### src/rtl/cpu_ctrl_pkg.sv
// Shared encodings for the multicycle RV32I control unit: opcodes, ALU ops,
// FSM states and the small select/cause codes driven to the datapath.
package cpu_ctrl_pkg;

  localparam logic [6:0] OP_R      = 7'b0110011;
  localparam logic [6:0] OP_IMM    = 7'b0010011;
  localparam logic [6:0] OP_LOAD   = 7'b0000011;
  localparam logic [6:0] OP_STORE  = 7'b0100011;
  localparam logic [6:0] OP_BRANCH = 7'b1100011;
  localparam logic [6:0] OP_JAL    = 7'b1101111;
  localparam logic [6:0] OP_LUI    = 7'b0110111;

  // funct7 values that the base integer ISA allows
  localparam logic [6:0] F7_BASE = 7'h00;
  localparam logic [6:0] F7_ALT  = 7'h20;

  typedef enum logic [3:0] {
    ALU_ADD  = 4'd0,
    ALU_SUB  = 4'd1,
    ALU_OR   = 4'd2,
    ALU_SLT  = 4'd3,
    ALU_AND  = 4'd4,
    ALU_XOR  = 4'd5,
    ALU_SLL  = 4'd6,
    ALU_SRL  = 4'd7,
    ALU_SRA  = 4'd8,
    ALU_SLTU = 4'd9
  } alu_op_e;

  typedef logic [2:0] state_t;
  localparam state_t ST_IDLE   = 3'd0;
  localparam state_t ST_FETCH  = 3'd1;
  localparam state_t ST_DECODE = 3'd2;
  localparam state_t ST_EXEC   = 3'd3;
  localparam state_t ST_MEM    = 3'd4;
  localparam state_t ST_WB     = 3'd5;
  localparam state_t ST_TRAP   = 3'd6;

  localparam logic [1:0] WB_ALU = 2'd0;
  localparam logic [1:0] WB_MEM = 2'd1;
  localparam logic [1:0] WB_PC4 = 2'd2;
  localparam logic [1:0] WB_IMM = 2'd3;

  localparam logic [1:0] PC_PLUS4  = 2'd0;
  localparam logic [1:0] PC_BRANCH = 2'd1;
  localparam logic [1:0] PC_JAL    = 2'd2;

  localparam logic [1:0] CAUSE_NONE    = 2'd0;
  localparam logic [1:0] CAUSE_ILLEGAL = 2'd1;
  localparam logic [1:0] CAUSE_IMEM    = 2'd2;
  localparam logic [1:0] CAUSE_DMEM    = 2'd3;

  // Common funct3 -> ALU op mapping for R-type and I-type ALU instructions;
  // alt selects SUB/SRA (funct7 bit 5)
  function automatic alu_op_e alu_from_funct3(input logic [2:0] funct3, input logic alt);
    alu_op_e op;
    case (funct3)
      3'd0:    op = alt ? ALU_SUB : ALU_ADD;
      3'd1:    op = ALU_SLL;
      3'd2:    op = ALU_SLT;
      3'd3:    op = ALU_SLTU;
      3'd4:    op = ALU_XOR;
      3'd5:    op = alt ? ALU_SRA : ALU_SRL;
      3'd6:    op = ALU_OR;
      default: op = ALU_AND;
    endcase
    return op;
  endfunction

endpackage

### src/rtl/alu_op_decoder.sv
// Combinational instruction classifier: picks the ALU operation and operand-B
// source for an IR, and flags encodings outside the supported RV32I subset.
module alu_op_decoder
  import cpu_ctrl_pkg::*;
(
  input  logic [6:0] opcode,
  input  logic [2:0] funct3,
  input  logic [6:0] funct7,
  output logic [3:0] alu_op,
  output logic       alu_src_b,
  output logic       illegal
);

  // Decode opcode/funct fields into ALU control and the illegal flag
  always_comb begin
    alu_op    = ALU_ADD;
    alu_src_b = 1'b0;
    illegal   = 1'b0;
    case (opcode)
      OP_R: begin
        alu_op  = alu_from_funct3(funct3, funct7 == F7_ALT);
        illegal = !((funct7 == F7_BASE) ||
                    ((funct7 == F7_ALT) && ((funct3 == 3'd0) || (funct3 == 3'd5))));
      end
      OP_IMM: begin
        alu_src_b = 1'b1;
        alu_op    = alu_from_funct3(funct3, (funct3 == 3'd5) && (funct7 == F7_ALT));
        if (funct3 == 3'd1)
          illegal = (funct7 != F7_BASE);
        else if (funct3 == 3'd5)
          illegal = (funct7 != F7_BASE) && (funct7 != F7_ALT);
      end
      OP_LOAD: begin
        alu_src_b = 1'b1;
        illegal   = (funct3 == 3'd3) || (funct3 == 3'd6) || (funct3 == 3'd7);
      end
      OP_STORE: begin
        alu_src_b = 1'b1;
        illegal   = (funct3 > 3'd2);
      end
      OP_BRANCH: begin
        case (funct3)
          3'd0, 3'd1: alu_op = ALU_SUB;
          3'd4, 3'd5: alu_op = ALU_SLT;
          3'd6, 3'd7: alu_op = ALU_SLTU;
          default:    illegal = 1'b1;
        endcase
      end
      OP_JAL: begin
        alu_op = ALU_ADD;
      end
      OP_LUI: begin
        alu_src_b = 1'b1;
      end
      default: illegal = 1'b1;
    endcase
  end

endmodule

### src/rtl/multicycle_control_unit.sv
// Multicycle RV32I control FSM: sequences FETCH/DECODE/EXEC/MEM/WB over a
// shared memory port, with a memory watchdog, trap state and retire counter.
module multicycle_control_unit
  import cpu_ctrl_pkg::*;
#(
  parameter int ALU_OP_W    = 4,
  parameter int MEM_TIMEOUT = 15,
  parameter int RET_CNT_W   = 32
) (
  input  logic                 clk,
  input  logic                 rst_n,
  input  logic [6:0]           opcode,
  input  logic [2:0]           funct3,
  input  logic [6:0]           funct7,
  input  logic                 alu_zero,
  input  logic                 alu_lt,
  input  logic                 imem_ready,
  input  logic                 dmem_ready,
  input  logic                 trap_clear,
  output logic                 imem_req,
  output logic                 ir_write,
  output logic                 pc_write,
  output logic [1:0]           pc_src,
  output logic                 dmem_req,
  output logic                 mem_read,
  output logic                 mem_write,
  output logic [ALU_OP_W-1:0]  alu_op,
  output logic                 alu_src_b,
  output logic                 reg_write,
  output logic [1:0]           wb_sel,
  output logic                 trap,
  output logic [1:0]           trap_cause,
  output logic [RET_CNT_W-1:0] retired
);

  localparam logic [7:0] TIMEOUT = 8'(MEM_TIMEOUT);

  state_t               state_q, state_d;
  logic [7:0]           wait_q, wait_d;
  logic [1:0]           cause_q, cause_d;
  logic [RET_CNT_W-1:0] retired_q, retired_d;
  logic                 retire;

  logic [3:0] dec_alu_op;
  logic       dec_src_b;
  logic       dec_illegal;

  logic is_load, is_store, is_branch, is_jal, is_lui, br_taken;

  alu_op_decoder u_dec (
    .opcode    (opcode),
    .funct3    (funct3),
    .funct7    (funct7),
    .alu_op    (dec_alu_op),
    .alu_src_b (dec_src_b),
    .illegal   (dec_illegal)
  );

  assign is_load   = (opcode == OP_LOAD);
  assign is_store  = (opcode == OP_STORE);
  assign is_branch = (opcode == OP_BRANCH);
  assign is_jal    = (opcode == OP_JAL);
  assign is_lui    = (opcode == OP_LUI);
  // funct3[2] picks lt vs zero, funct3[0] inverts (bne/bge/bgeu)
  assign br_taken  = (funct3[2] ? alu_lt : alu_zero) ^ funct3[0];

  // Next-state, watchdog and Moore-plus-decode control outputs
  always_comb begin
    state_d   = state_q;
    wait_d    = wait_q;
    cause_d   = cause_q;
    retire    = 1'b0;
    imem_req  = 1'b0;
    ir_write  = 1'b0;
    pc_write  = 1'b0;
    pc_src    = PC_PLUS4;
    dmem_req  = 1'b0;
    mem_read  = 1'b0;
    mem_write = 1'b0;
    alu_op    = '0;
    alu_src_b = 1'b0;
    reg_write = 1'b0;
    wb_sel    = WB_ALU;
    trap      = 1'b0;
    case (state_q)
      ST_IDLE: begin
        state_d = ST_FETCH;
        wait_d  = '0;
      end
      ST_FETCH: begin
        imem_req = 1'b1;
        if (imem_ready) begin
          ir_write = 1'b1;
          state_d  = ST_DECODE;
        end else if (wait_q == TIMEOUT) begin
          state_d = ST_TRAP;
          cause_d = CAUSE_IMEM;
        end else begin
          wait_d = wait_q + 8'd1;
        end
      end
      ST_DECODE: begin
        if (dec_illegal) begin
          state_d = ST_TRAP;
          cause_d = CAUSE_ILLEGAL;
        end else begin
          state_d = ST_EXEC;
        end
      end
      ST_EXEC: begin
        alu_op    = ALU_OP_W'(dec_alu_op);
        alu_src_b = dec_src_b;
        if (is_load || is_store) begin
          state_d = ST_MEM;
          wait_d  = '0;
        end else if (is_branch) begin
          pc_write = 1'b1;
          pc_src   = br_taken ? PC_BRANCH : PC_PLUS4;
          retire   = 1'b1;
          state_d  = ST_FETCH;
          wait_d   = '0;
        end else if (is_jal) begin
          pc_write  = 1'b1;
          pc_src    = PC_JAL;
          reg_write = 1'b1;
          wb_sel    = WB_PC4;
          retire    = 1'b1;
          state_d   = ST_FETCH;
          wait_d    = '0;
        end else begin
          state_d = ST_WB;
        end
      end
      ST_MEM: begin
        dmem_req  = 1'b1;
        mem_read  = is_load;
        mem_write = is_store;
        if (dmem_ready) begin
          if (is_load) begin
            state_d = ST_WB;
          end else begin
            pc_write = 1'b1;
            retire   = 1'b1;
            state_d  = ST_FETCH;
            wait_d   = '0;
          end
        end else if (wait_q == TIMEOUT) begin
          state_d = ST_TRAP;
          cause_d = CAUSE_DMEM;
        end else begin
          wait_d = wait_q + 8'd1;
        end
      end
      ST_WB: begin
        reg_write = 1'b1;
        wb_sel    = is_load ? WB_MEM : (is_lui ? WB_IMM : WB_ALU);
        pc_write  = 1'b1;
        retire    = 1'b1;
        state_d   = ST_FETCH;
        wait_d    = '0;
      end
      ST_TRAP: begin
        trap = 1'b1;
        if (trap_clear) begin
          state_d = ST_FETCH;
          cause_d = CAUSE_NONE;
          wait_d  = '0;
        end
      end
      default: state_d = ST_IDLE;
    endcase
    retired_d = retired_q + RET_CNT_W'(retire);
  end

  // State, wait counter, trap cause and retire counter registers
  always_ff @(posedge clk or negedge rst_n) begin
    if (!rst_n) begin
      state_q   <= ST_IDLE;
      wait_q    <= '0;
      cause_q   <= CAUSE_NONE;
      retired_q <= '0;
    end else begin
      state_q   <= state_d;
      wait_q    <= wait_d;
      cause_q   <= cause_d;
      retired_q <= retired_d;
    end
  end

  assign trap_cause = cause_q;
  assign retired    = retired_q;

endmodule

### config.mk
export PLATFORM = sky130hd
export DESIGN_NAME = multicycle_control_unit
export DESIGN_NICKNAME = d
export VERILOG_FILES = /design/src/rtl/cpu_ctrl_pkg.sv /design/src/rtl/alu_op_decoder.sv /design/src/rtl/multicycle_control_unit.sv
export SDC_FILE = /design/constraint.sdc
export NUM_CORES = 1
export LEC_CHECK = 0
export BUFFER_PORTS_ARGS = -buffer_cell sky130_fd_sc_hd__buf_2
export CAP_MARGIN = 5
export CORE_MARGIN = 8
export CORE_UTILIZATION = 53
export CTS_CLUSTER_DIAMETER = 200
export CTS_CLUSTER_SIZE = 14
export DETAILED_ROUTE_END_ITERATION = 16
export MAX_ROUTING_LAYER = met4
export PLACE_DENSITY = 0.82
export SKIP_CTS_REPAIR_TIMING = 1
export SLEW_MARGIN = 40
export SYNTH_ARGS = -nofsm -noshare
export SYNTH_HDL_FRONTEND = slang
export SYNTH_SLANG_ARGS = --single-unit
### constraint.sdc
create_clock -name clk -period 3 [get_ports clk]
set_input_delay 0.6 -clock clk [delete_from_list [all_inputs] [get_ports clk]]
set_output_delay 0.6 -clock clk [all_outputs]
set_load 0.01 [all_outputs]
==> results of run 1 <==
==> how the worst max path moves through the flow <==
stage | startpoint | to | slack, ns | cells after the start
final | opcode[4] | alu_op[3] | 0.17 | 8
after global routing | opcode[4] | alu_op[3] | 0.04 | 8
after CTS | opcode[4] | alu_op[3] | 0.18 | 8
after detailed placement | opcode[4] | retired[30]$_DFF_PN0_ | -0.04 | 11
after global placement | opcode[4] | retired[26]$_DFF_PN0_ | 0.02 | 11
after floorplan | opcode[4] | retired[26]$_DFF_PN0_ | 0.004 | 11
==> power groups by stage <==
stage	logic, mW	clock network (mW)	registers, mW
after floorplan	0.527	0	0.788
after global placement	0.790	0	0.773
after detailed placement	0.815	0	0.780
after CTS	0.825	0.392	0.769
after global routing	0.918	0.420	0.784
final	0.824	0.382	0.770
==> state kept, by name, summed over array words and instances (netlist names) <==
signal      count
retired        32
wait_q          8
state_q         3
trap_cause      2
==> placed cells by master (no fill, tap or decap), types with 3 or more instances in the layout <==
master / n
xor2_1: 15
buf_2: 73
nand3_1: 19
buf_4: 21
clkbuf_8: 5
nand2b_1: 5
a31oi_1: 4
nand2_1: 30
nor4_1: 6
and4_1: 3
a21oi_1: 11
nand4_1: 13
xnor2_1: 19
and2_1: 5
dfrtp_1: 45
and3_1: 10
o21a_1: 3
inv_1: 8
nor3_1: 12
nand3b_1: 5
nor2_1: 20
o21ai_0: 19
==> metal layers <==
| layer | vias to the layer above | GRT usage (%) | wire (um) |
|---|---|---|---|
| met3 | 11 | 3.58 | 361 |
| met2 | 82 | 36.1 | 3740 |
| met5 | - | - | 0 |
| li1 | 1339 | - | - |
| met1 | 1306 | 23.8 | 3280 |
| met4 | 0 | 6.50 | 133 |
==> worst max-delay path, cell delays in order <==
cell      delay, ns
buf_2          0.11
nand3b_1       0.17
or4_4          0.53
buf_4          0.17
mux2i_1        0.13
a32oi_1        0.06
a211oi_1       0.26
buf_2          0.19
==> synthesized netlist by cell type, types with 2 or more instances <==
master / n
nand3b_1: 5
inv_1: 8
o31ai_1: 2
and3_1: 10
dfrtp_1: 45
or4_1: 3
nand4b_1: 2
and4_1: 3
clkbuf_1: 8
nand3_1: 19
xor2_1: 15
a21oi_1: 11
o21ai_0: 19
buf_2: 5
ha_1: 3
nor4bb_1: 2
a31oi_1: 4
or2_2: 2
a2111oi_0: 2
nor3_1: 13
nand2b_1: 5
nand4_1: 13
nor2b_1: 2
mux2i_1: 2
o32ai_1: 2
and2_1: 6
and3b_1: 2
nor2_1: 22
xnor2_1: 19
o22a_1: 2
o21a_1: 3
nor3b_1: 2
or3_4: 2
nor4_1: 6
nand2_1: 30
o2111ai_1: 2
a211oi_1: 2
==> stage by stage <==
step / hold WS [ns] / setup TNS, ns
after floorplan: 0.304 / 0
after global placement: 0.451 / 0
after detailed placement: 0.458 / -0.104
after CTS: 0.294 / 0
after global routing: 0.313 / 0
final: 0.277 / 0
==> cell type report <==
class                           instances  share of cell area [%]
Clock buffer                            5                    1.95
Multi-Input combinational cell        252                    47.5
Clock inverter                          3                   0.602
Inverter                                8                   0.850
Tap cell                               70                    2.48
Sequential cell                        45                    31.9
Timing Repair Buffer                   94                    14.8
==> kinds of logic after synthesis <==
logic type                 count (synthesis)  share of synthesized area (%)
AOI/OAI and AO/OA                         61                           14.7
DFF                                       45                           39.8
buffers and inverters                     22                           3.18
adders and majority gates                  4                           2.03
and+or+nand+nor                          151                           29.1
xor gates and xnor gates                  34                           10.5
muxes                                      2                          0.707
==> out/metrics.cfg, run 1 <==
[global_route]
grt_max_degree=46
grt_pass1_vias=2889
track_usage_pct=20.8
antenna_found_initial=0
overflow=0
grt_pass1_wl_mm=12.8

[power]
switching_power_uw=766
p_int_mw=1.21
peakVddDrop_uv=339
power_frac_seq_pct=39.0
power_mw=1.98
swShare_pct=38.8
comb_power_share_pct=41.7
pwr-share-clk_pct=19.3
p_leak_nw=1.72
powerDensity_nw_per_um2=559

[finish]
final_nets=434
drive_gt1_share_pct=28.7
syn2layout_area_growth_pct=24.8
multiInputGateArea_um2=1680
post-route-util_pct=68.8
fin_area_um2=3530
antenna_cells=0
nFillCells=439
stdcell_count=477
regArea_um2=1130

[timing]
final-hold-violation-count=0
fin_skew_ns=0.00925
period_share_pct=94.3
setup_violations=0
tightest_slew_ns=0.778
finalCriticalPeriod_ns=2.83
max-slew-margin-rel_pct=47.6
rsz0062_at_grt=no
setup_ws_ns=0.172
slew_violations=0
max_freq_mhz=354

[worst_setup_path]
rrSetupSlack_ns=0.41
critPathMaxFanout=4
cp.required_ns=2.40
worstSetupPathType=input port to output port
end_kind=output port
cp-start-kind=input port
r2r-end=retired[30]$_DFF_PN0_
reg2reg_from=state_q[1]$_DFFE_PN0P_
critPathArrivalTime_ns=2.23
reg2regPathDepth=11

[routing]
dr.pass1.iters=4
totalWireLength_mm=7.52
drc=0
vias=2738
antenna_left=0
routed_via_density=5.74
wl_per_cell_um=15.8
drtIter0Drc=199

[clock_tree]
clk_pin_slew_worst_paths_ns=0.09
cts-root-buf=clkbuf_8
cts_tree=yes
cts-htree-levels=2
cts_inserted_buffers=5
clockBufferDepth=2
insertion_delay_ns=0.30
cts.sinks=45

[floorplanning]
fp.dieW_um=89.1
io_pins=75
core-area_um2=5140
dieArea_um2=7940
rows=26
fp.dieH_um=89.1
initial_core_util_pct=55.1

[synth]
ys_types=53
yosysSeqAreaShare_pct=39.8
synth_seq_cells=45
synth_top_area_cell=dfrtp_1
avgSynthCellArea_um2=8.88
syn-num-nets=347
async_reset_ff_share_pct=100
ys.flop_type=dfrtp_1
synth_area_um2=2830
syn_inst=319
ys_warn_count=0
synth_edf_count=0
netlist.area_leader.share_pct=39.8
synth_top_cells_by_area=dfrtp_1 (40%), xnor2_1 (5.9%), xor2_1 (4.6%)

[placed_design]
dp_worst_setup_slack_ns=-0.0362
dp.cells=469
hpwl_mm=5.79
post_dp_cell_area_um2=3440
port_buffers=74
gp_congestion=0.971

[run_status]
status=complete, no violations

[min_path]
hold_path.class=input port to async pin

[run]
max_cap_viol_count=0

(Power assumes the default switching activity.)
==> run 2: changes to the inputs <==
--- a/config.mk
+++ b/config.mk
@@ -14,6 +14,7 @@
 export DETAILED_ROUTE_END_ITERATION = 16
 export MAX_ROUTING_LAYER = met4
 export PLACE_DENSITY = 0.82
+export REMOVE_ABC_BUFFERS = 1
 export SKIP_CTS_REPAIR_TIMING = 1
 export SLEW_MARGIN = 40
 export SYNTH_ARGS = -nofsm -noshare
==> run 2 against run 1 <==
Compared with the run above:
- non-clock buffer count grew 3
- power grew 3.8%
- core utilization down 0.12 points
- flip-flop and latch count unchanged
- first-iteration DRC count shrank 20%
- clock power increased by 21%
- wire length decreased by 0.12%
- combinational power increased by 1%
- cell count is 0.63% higher
- critical endpoint is now retired[22]$_DFF_PN0_
- largest power group unchanged
==> out/metrics.cfg, run 2 (synthesis results as in run 1) <==
[timing]
finalCriticalPeriod_ns=2.81  ; -0.0196 ns
period_share_pct=93.6  ; -0.65 points
setup_violations=0  ; unchanged
fin_skew_ns=0.00769  ; -0.00156 ns
tightest_slew_ns=0.753  ; -0.0255 ns
setup_ws_ns=0.192  ; +0.0196 ns
fin_tns_setup_ns=0  ; unchanged
max_freq_mhz=356  ; +0.70%
rsz0062_at_grt=no
max-slew-margin-rel_pct=49.3  ; +1.7 points
slew_violations=0  ; unchanged
final-hold-violation-count=0  ; unchanged

[routing]
wl_per_cell_um=15.7  ; -0.74%
totalWireLength_mm=7.51  ; -0.12%
vias=2748  ; +0.37%
drtIter0Drc=159  ; -20%
drc=0  ; unchanged
antenna_left=0  ; unchanged
dr.pass1.iters=4  ; unchanged
routed_via_density=5.73  ; -0.26%

[power]
p_leak_nw=1.75  ; +2.1%
power_frac_seq_pct=36.6  ; -2.4 points
power_mw=2.05  ; +3.8%
pwr-share-clk_pct=22.6  ; +3.3 points
p_int_mw=1.29  ; +6.9%
peakVddDrop_uv=663  ; +95%
switching_power_uw=758  ; -1.1%
comb_power_share_pct=40.8  ; -0.9 points
swShare_pct=37.0  ; -1.8 points
powerDensity_nw_per_um2=581  ; +4.0%

[placed_design]
gp_congestion=0.918  ; -5.5%
port_buffers=74  ; unchanged
hpwl_mm=5.74  ; -0.93%
dp_worst_setup_slack_ns=-0.260  ; -0.224 ns
post_dp_cell_area_um2=3410  ; -1.1%

[worst_setup_path]
cp-start-kind=input port
cp.depth=12  ; +4
critPathArrivalTime_ns=3.00  ; +0.77 ns
end_kind=flip-flop
crit_chain=buf_2 > nand3b_1 > or4_1 > o2111ai_1 > ha_1 > ha_1 > and2_1 > nand4_1 > buf_4 > nor2_1 > nand4_1 > xnor2_1
r2r-end=retired[22]$_DFF_PN0_
critical_path_buf_inv_count=2  ; -1
critPathMaxFanout=3  ; -1
rrSetupSlack_ns=0.26  ; -0.15 ns
cp_top_family=simple AND/OR/NAND/NOR gates
crit_start=opcode[4]
crit_end=retired[22]$_DFF_PN0_
max_stage_delay_ns=0.45  ; -0.08 ns
worstSetupPathType=input port to flip-flop
reg2regPathDepth=12  ; +1
cp.required_ns=3.19  ; +0.79 ns
cp_slowest_cell=or4_1
reg2reg_from=state_q[2]$_DFFE_PN0P_

[global_route]
grt_max_degree=46  ; unchanged
antenna_found_initial=0  ; unchanged
track_usage_pct=19.7  ; -1.1 points
grt_pass1_wl_mm=12.1  ; -5.5%
overflow=0  ; unchanged
grt_pass1_vias=2587  ; -10%

[clock_tree]
cts_tree=yes
cts.sinks=45  ; unchanged
clk_pin_slew_worst_paths_ns=0.08  ; about the same
clockBufferDepth=2  ; unchanged
cts_inserted_buffers=5  ; unchanged
insertion_delay_ns=0.30  ; about the same
cts-htree-levels=2  ; unchanged
cts-root-buf=clkbuf_8

[floorplanning]
dieArea_um2=7940  ; unchanged
fp.dieH_um=89.1  ; unchanged
initial_core_util_pct=55.1  ; unchanged
rows=26  ; unchanged
io_pins=75  ; unchanged
fp.dieW_um=89.1  ; unchanged
core-area_um2=5140  ; unchanged

[min_path]
hold_path.class=input port to async pin

[finish]
drive_gt1_share_pct=27.3  ; -1.4 points
largest_register_ff_count=32  ; unchanged
syn2layout_area_growth_pct=24.6
antenna_cells=0  ; unchanged
mostFrequentLayoutCell=buf_2
fin_area_um2=3530  ; -0.18%
final_nets=437  ; +0.69%
final_cell_mix=buf_2 (73), dfrtp_1 (45), nand2_1 (30)

[run]
max_cap_viol_count=0  ; unchanged

[run_status]
status=complete, no violations

## run 2: changes by cell type in the layout (fill, tap and decap cells not counted), moves of 2 or more
cell	delta
buf_4	+3
ha_1	+2
ha_4	-2
nor2_1	+2
nor2_2	-2
## run 2: per-stage QoR
stage | util (%) | std cells | hold WS, ns
after floorplan | - | 305 | 0.304
after global placement | 66.2 | 472 | 0.452
after detailed placement | 66.3 | 472 | 0.459
after CTS | 68.4 | 480 | 0.303
after global routing | 68.6 | 480 | 0.331
final | 68.6 | 480 | 0.282
## run 2: how the worst min path moves through the flow
stage,slack (ns),cells past startpoint,to,from
6_report,0.28,1,trap_cause[1]$_DFFE_PN0P_,rst_n
2_1_floorplan,0.30,0,retired[0]$_DFF_PN0_,rst_n
4_1_cts,0.30,1,wait_q[3]$_DFFE_PN0P_,rst_n
5_1_grt,0.33,1,trap_cause[0]$_DFFE_PN0P_,rst_n
3_3_place_gp,0.45,1,retired[31]$_DFF_PN0_,retired[31]$_DFF_PN0_
3_5_place_dp,0.46,1,retired[31]$_DFF_PN0_,retired[31]$_DFF_PN0_
## run 2: power groups by stage
| stage | clock (mW) | combinational, mW | sequential (mW) |
|---|---|---|---|
| global placement | 0 | 0.801 | 0.755 |
| finish | 0.463 | 0.836 | 0.750 |
| CTS | 0.474 | 0.831 | 0.749 |
| floorplan | 0 | 0.456 | 0.805 |
| detailed placement | 0 | 0.823 | 0.761 |
| global route | 0.496 | 0.920 | 0.760 |
## run 2: final cells by class
cell class | instances | area [um^2]
Multi-Input combinational cell | 252 | 1630
Fill cell | 426 | 1610
Sequential cell | 45 | 1130
Timing Repair Buffer | 97 | 546
Tap cell | 70 | 87.6
Clock buffer | 6 | 72.6
Clock inverter | 2 | 38.8
Inverter | 8 | 30.0
## run 2: worst reg2reg max path: cells and delay by family (launching register included)
kind / cells / cell delay (ns)
and+or+nand+nor: 6 / 1.20
adders and majority gates: 2 / 0.41
buffers and inverters: 2 / 0.39
DFF: 1 / 0.38
AOI/OAI and AO/OA: 1 / 0.14
xor gates and xnor gates: 1 / 0.14
## run 2: metal layers
layer | wire [um] | global-route usage, %
met1 | 3370 | 24.3
met2 | 3510 | 31.7
met3 | 524 | 3.68
met4 | 112 | 6.50
met5 | 0 | -
==> run 3: changes to the inputs <==
--- a/config.mk
+++ b/config.mk
@@ -7,6 +7,7 @@
 export LEC_CHECK = 0
 export BUFFER_PORTS_ARGS = -buffer_cell sky130_fd_sc_hd__buf_2
 export CAP_MARGIN = 5
+export CORE_ASPECT_RATIO = 0.9
 export CORE_MARGIN = 8
 export CORE_UTILIZATION = 53
 export CTS_CLUSTER_DIAMETER = 200
@@ -19,4 +20,5 @@
 export SLEW_MARGIN = 40
 export SYNTH_ARGS = -nofsm -noshare
 export SYNTH_HDL_FRONTEND = slang
+export SYNTH_HIERARCHICAL = 1
 export SYNTH_SLANG_ARGS = --single-unit
==> run 3 against run 2 <==
Compared with the run above:
- cell count down 2.3%
- hold slack worse by 0.0073 ns
- fmax shrank 1.8%
- global-route usage is 0.31 points higher
- clock skew increased by 0.0052 ns
- largest power group is now sequential cells
- critical path type is now input port to output port
==> out/metrics.cfg, run 3 <==
[run_status]
status=complete, no violations

[timing]
max-slew-margin-rel_pct=60.1  ; +11 points
rsz0062_at_grt=no
final-hold-violation-count=0  ; unchanged
max_freq_mhz=350  ; -1.8%
fin_tns_setup_ns=0  ; unchanged
slew_violations=0  ; unchanged
finalCriticalPeriod_ns=2.86  ; +0.0523 ns
fin_skew_ns=0.0129  ; +0.00523 ns
period_share_pct=95.3  ; +1.7 points
setup_violations=0  ; unchanged
tightest_slew_ns=0.593  ; -0.160 ns

[clock_tree]
cts-htree-levels=2  ; unchanged
clk_pin_slew_worst_paths_ns=0.09  ; about the same
clockBufferDepth=2  ; unchanged
cts-root-buf=clkbuf_8
cts_inserted_buffers=5  ; unchanged
insertion_delay_ns=0.31  ; about the same
cts_tree=yes
cts.sinks=45  ; unchanged

[finish]
stdcell_count=469  ; -2.3%
final_nets=429  ; -1.8%
multiInputGateArea_um2=1610  ; -1.2%
antenna_cells=0  ; unchanged
regArea_um2=1130  ; unchanged
syn2layout_area_growth_pct=23.7
drive_gt1_share_pct=27.9  ; +0.54 points
mostFrequentLayoutCell=buf_2
final_cell_mix=buf_2 (73), dfrtp_1 (45), nand2_1 (24)
fin_area_um2=3510  ; -0.64%
nFillCells=436  ; +2.3%
largest_register_ff_count=32  ; unchanged

[global_route]
grt_pass1_vias=2777  ; +7.3%
grt_pass1_wl_mm=12.8  ; +5.7%
grt_max_degree=46  ; unchanged
antenna_found_initial=0  ; unchanged
overflow=0  ; unchanged
track_usage_pct=20.0  ; +0.31 points

[power]
peakVddDrop_uv=310  ; -53%
power_mw=1.97  ; -4.0%
p_leak_nw=1.85  ; +5.6%
powerDensity_nw_per_um2=561  ; -3.4%

[floorplanning]
core-area_um2=5190  ; +1.0%
rows=25  ; -3.8%
io_pins=75  ; unchanged
dieArea_um2=7950  ; about the same
fp.dieH_um=85.4  ; -4.2%
fp.dieW_um=93.1  ; +4.5%
initial_core_util_pct=54.6  ; -0.53 points

[synth]
netlist.area_leader.share_pct=39.7  ; about the same
synth_top_family_by_area=simple AND/OR/NAND/NOR gates
synth_edf_count=0  ; unchanged
synth_mux_area_share_pct=1.59  ; +0.88 points
synth_top_cells_by_area=dfrtp_1 (40%), xnor2_1 (6.2%), and3_1 (4.9%)
ys_top_cells_by_count=dfrtp_1 (45), nand2_1 (24), nor2_1 (23), and3_1 (22), xnor2_1 (20)
synth-simple-area-share_pct=28.6  ; -0.54 points
synth_area_um2=2830  ; about the same
synth_seq_cells=45  ; unchanged
ys_warn_count=6  ; +6
synth_compound_area_share_pct=14.1  ; -0.62 points
yosysSeqAreaShare_pct=39.7  ; about the same
synth_top_area_cell=dfrtp_1
async_reset_ff_share_pct=100  ; unchanged
synth_xor_area_share_pct=9.89  ; -0.62 points
synth_fa_ha_area_share_pct=2.38  ; +0.35 points
ys_types=62  ; +17%
synth_most_common_cell=dfrtp_1
ys.flop_type=dfrtp_1
avgSynthCellArea_um2=9.17  ; +3.3%
syn_inst=309  ; -3.1%

[worst_setup_path]
critPathArrivalTime_ns=2.26  ; -0.74 ns
critPathMaxFanout=6  ; +3
cp.required_ns=2.40  ; -0.79 ns
worstSetupPathType=input port to output port
end_kind=output port
cp-start-kind=input port

[placed_design]
post_dp_cell_area_um2=3400  ; -0.15%
port_buffers=74  ; unchanged
gp_congestion=0.922  ; +0.50%
dp.cells=461  ; -2.3%
hpwl_mm=5.61  ; -2.3%

[min_path]
hold_path.class=input port to async pin

[routing]
totalWireLength_mm=7.46  ; -0.72%
routed_via_density=5.91  ; +3.2%
wl_per_cell_um=15.9  ; +1.6%
vias=2772  ; +0.87%
antenna_left=0  ; unchanged
dr.pass1.iters=5  ; +1
drc=0  ; unchanged
drtIter0Drc=171  ; +7.5%

[run]
max_cap_viol_count=0  ; unchanged

-- run 3: kinds of logic (layout without fill, tap and decap cells) --
kind of cell    after synthesis  after routing
fa+ha+maj                     5              5
simple gates                144            144
buf+inv                      25            118
xor+xnor                     32             32
mux                           4              4
compound gates               54             54
flops                        45             45
-- run 3: report_power, final --
group / switching [mW] / total, mW / internal [mW]
sequential: 0.0998 / 0.774 / 0.674
clock: 0.216 / 0.429 / 0.213
combinational: 0.439 / 0.763 / 0.324
total: 0.756 / 1.97 / 1.21
-- run 3: final cells by class --
| type | instances | area share, % |
|---|---|---|
| timing repair buffer | 94 | 14.9 |
| multi-input combinational | 239 | 45.9 |
| clock buffer | 7 | 2.75 |
| sequential | 45 | 32.1 |
| tap | 67 | 2.39 |
| inverter | 16 | 1.71 |
| clock inverter | 1 | 0.250 |
-- run 3: worst paths after layout --
path,startpoint,endpoint,slack (ns),cells past startpoint
worst max-delay path,opcode[2],alu_op[3],0.14,8
min in group clk,retired[31]$_DFF_PN0_,retired[31]$_DFF_PN0_,0.47,1
worst min register to register,retired[31]$_DFF_PN0_,retired[31]$_DFF_PN0_,0.47,1
max in group asynchronous,rst_n,state_q[1]$_DFFE_PN0P_,2.34,1
worst min-delay path,rst_n,retired[7]$_DFF_PN0_,0.27,1
worst max register to register,state_q[1]$_DFFE_PN0P_,retired[28]$_DFF_PN0_,0.45,12
-- run 3: per-stage QoR --
step                hold slack (ns)  worst slack, ns  util [%]
floorplan                     0.304           -0.172         -
global placement              0.458            0.113      65.4
detailed placement            0.458          -0.0136      65.5
CTS                           0.305            0.172      67.5
global route                  0.320           0.0219      67.5
finish                        0.274            0.140      67.5
-- run 3: per-layer routing --
| layer | track usage [%] | wire length (um) |
|---|---|---|
| met4 | 7.02 | 104 |
| met3 | 3.35 | 429 |
| met5 | - | 0 |
| met1 | 25.7 | 3350 |
| met2 | 31.1 | 3570 |
-- run 3: worst max-delay path: stages --
cell and delay [ns]:
buf_2 0.11, buf_4 0.15, nor2_1 0.33, nand4_1 0.19, or4b_1 0.50, o221ai_1 0.09, and3_1 0.17, buf_2 0.13
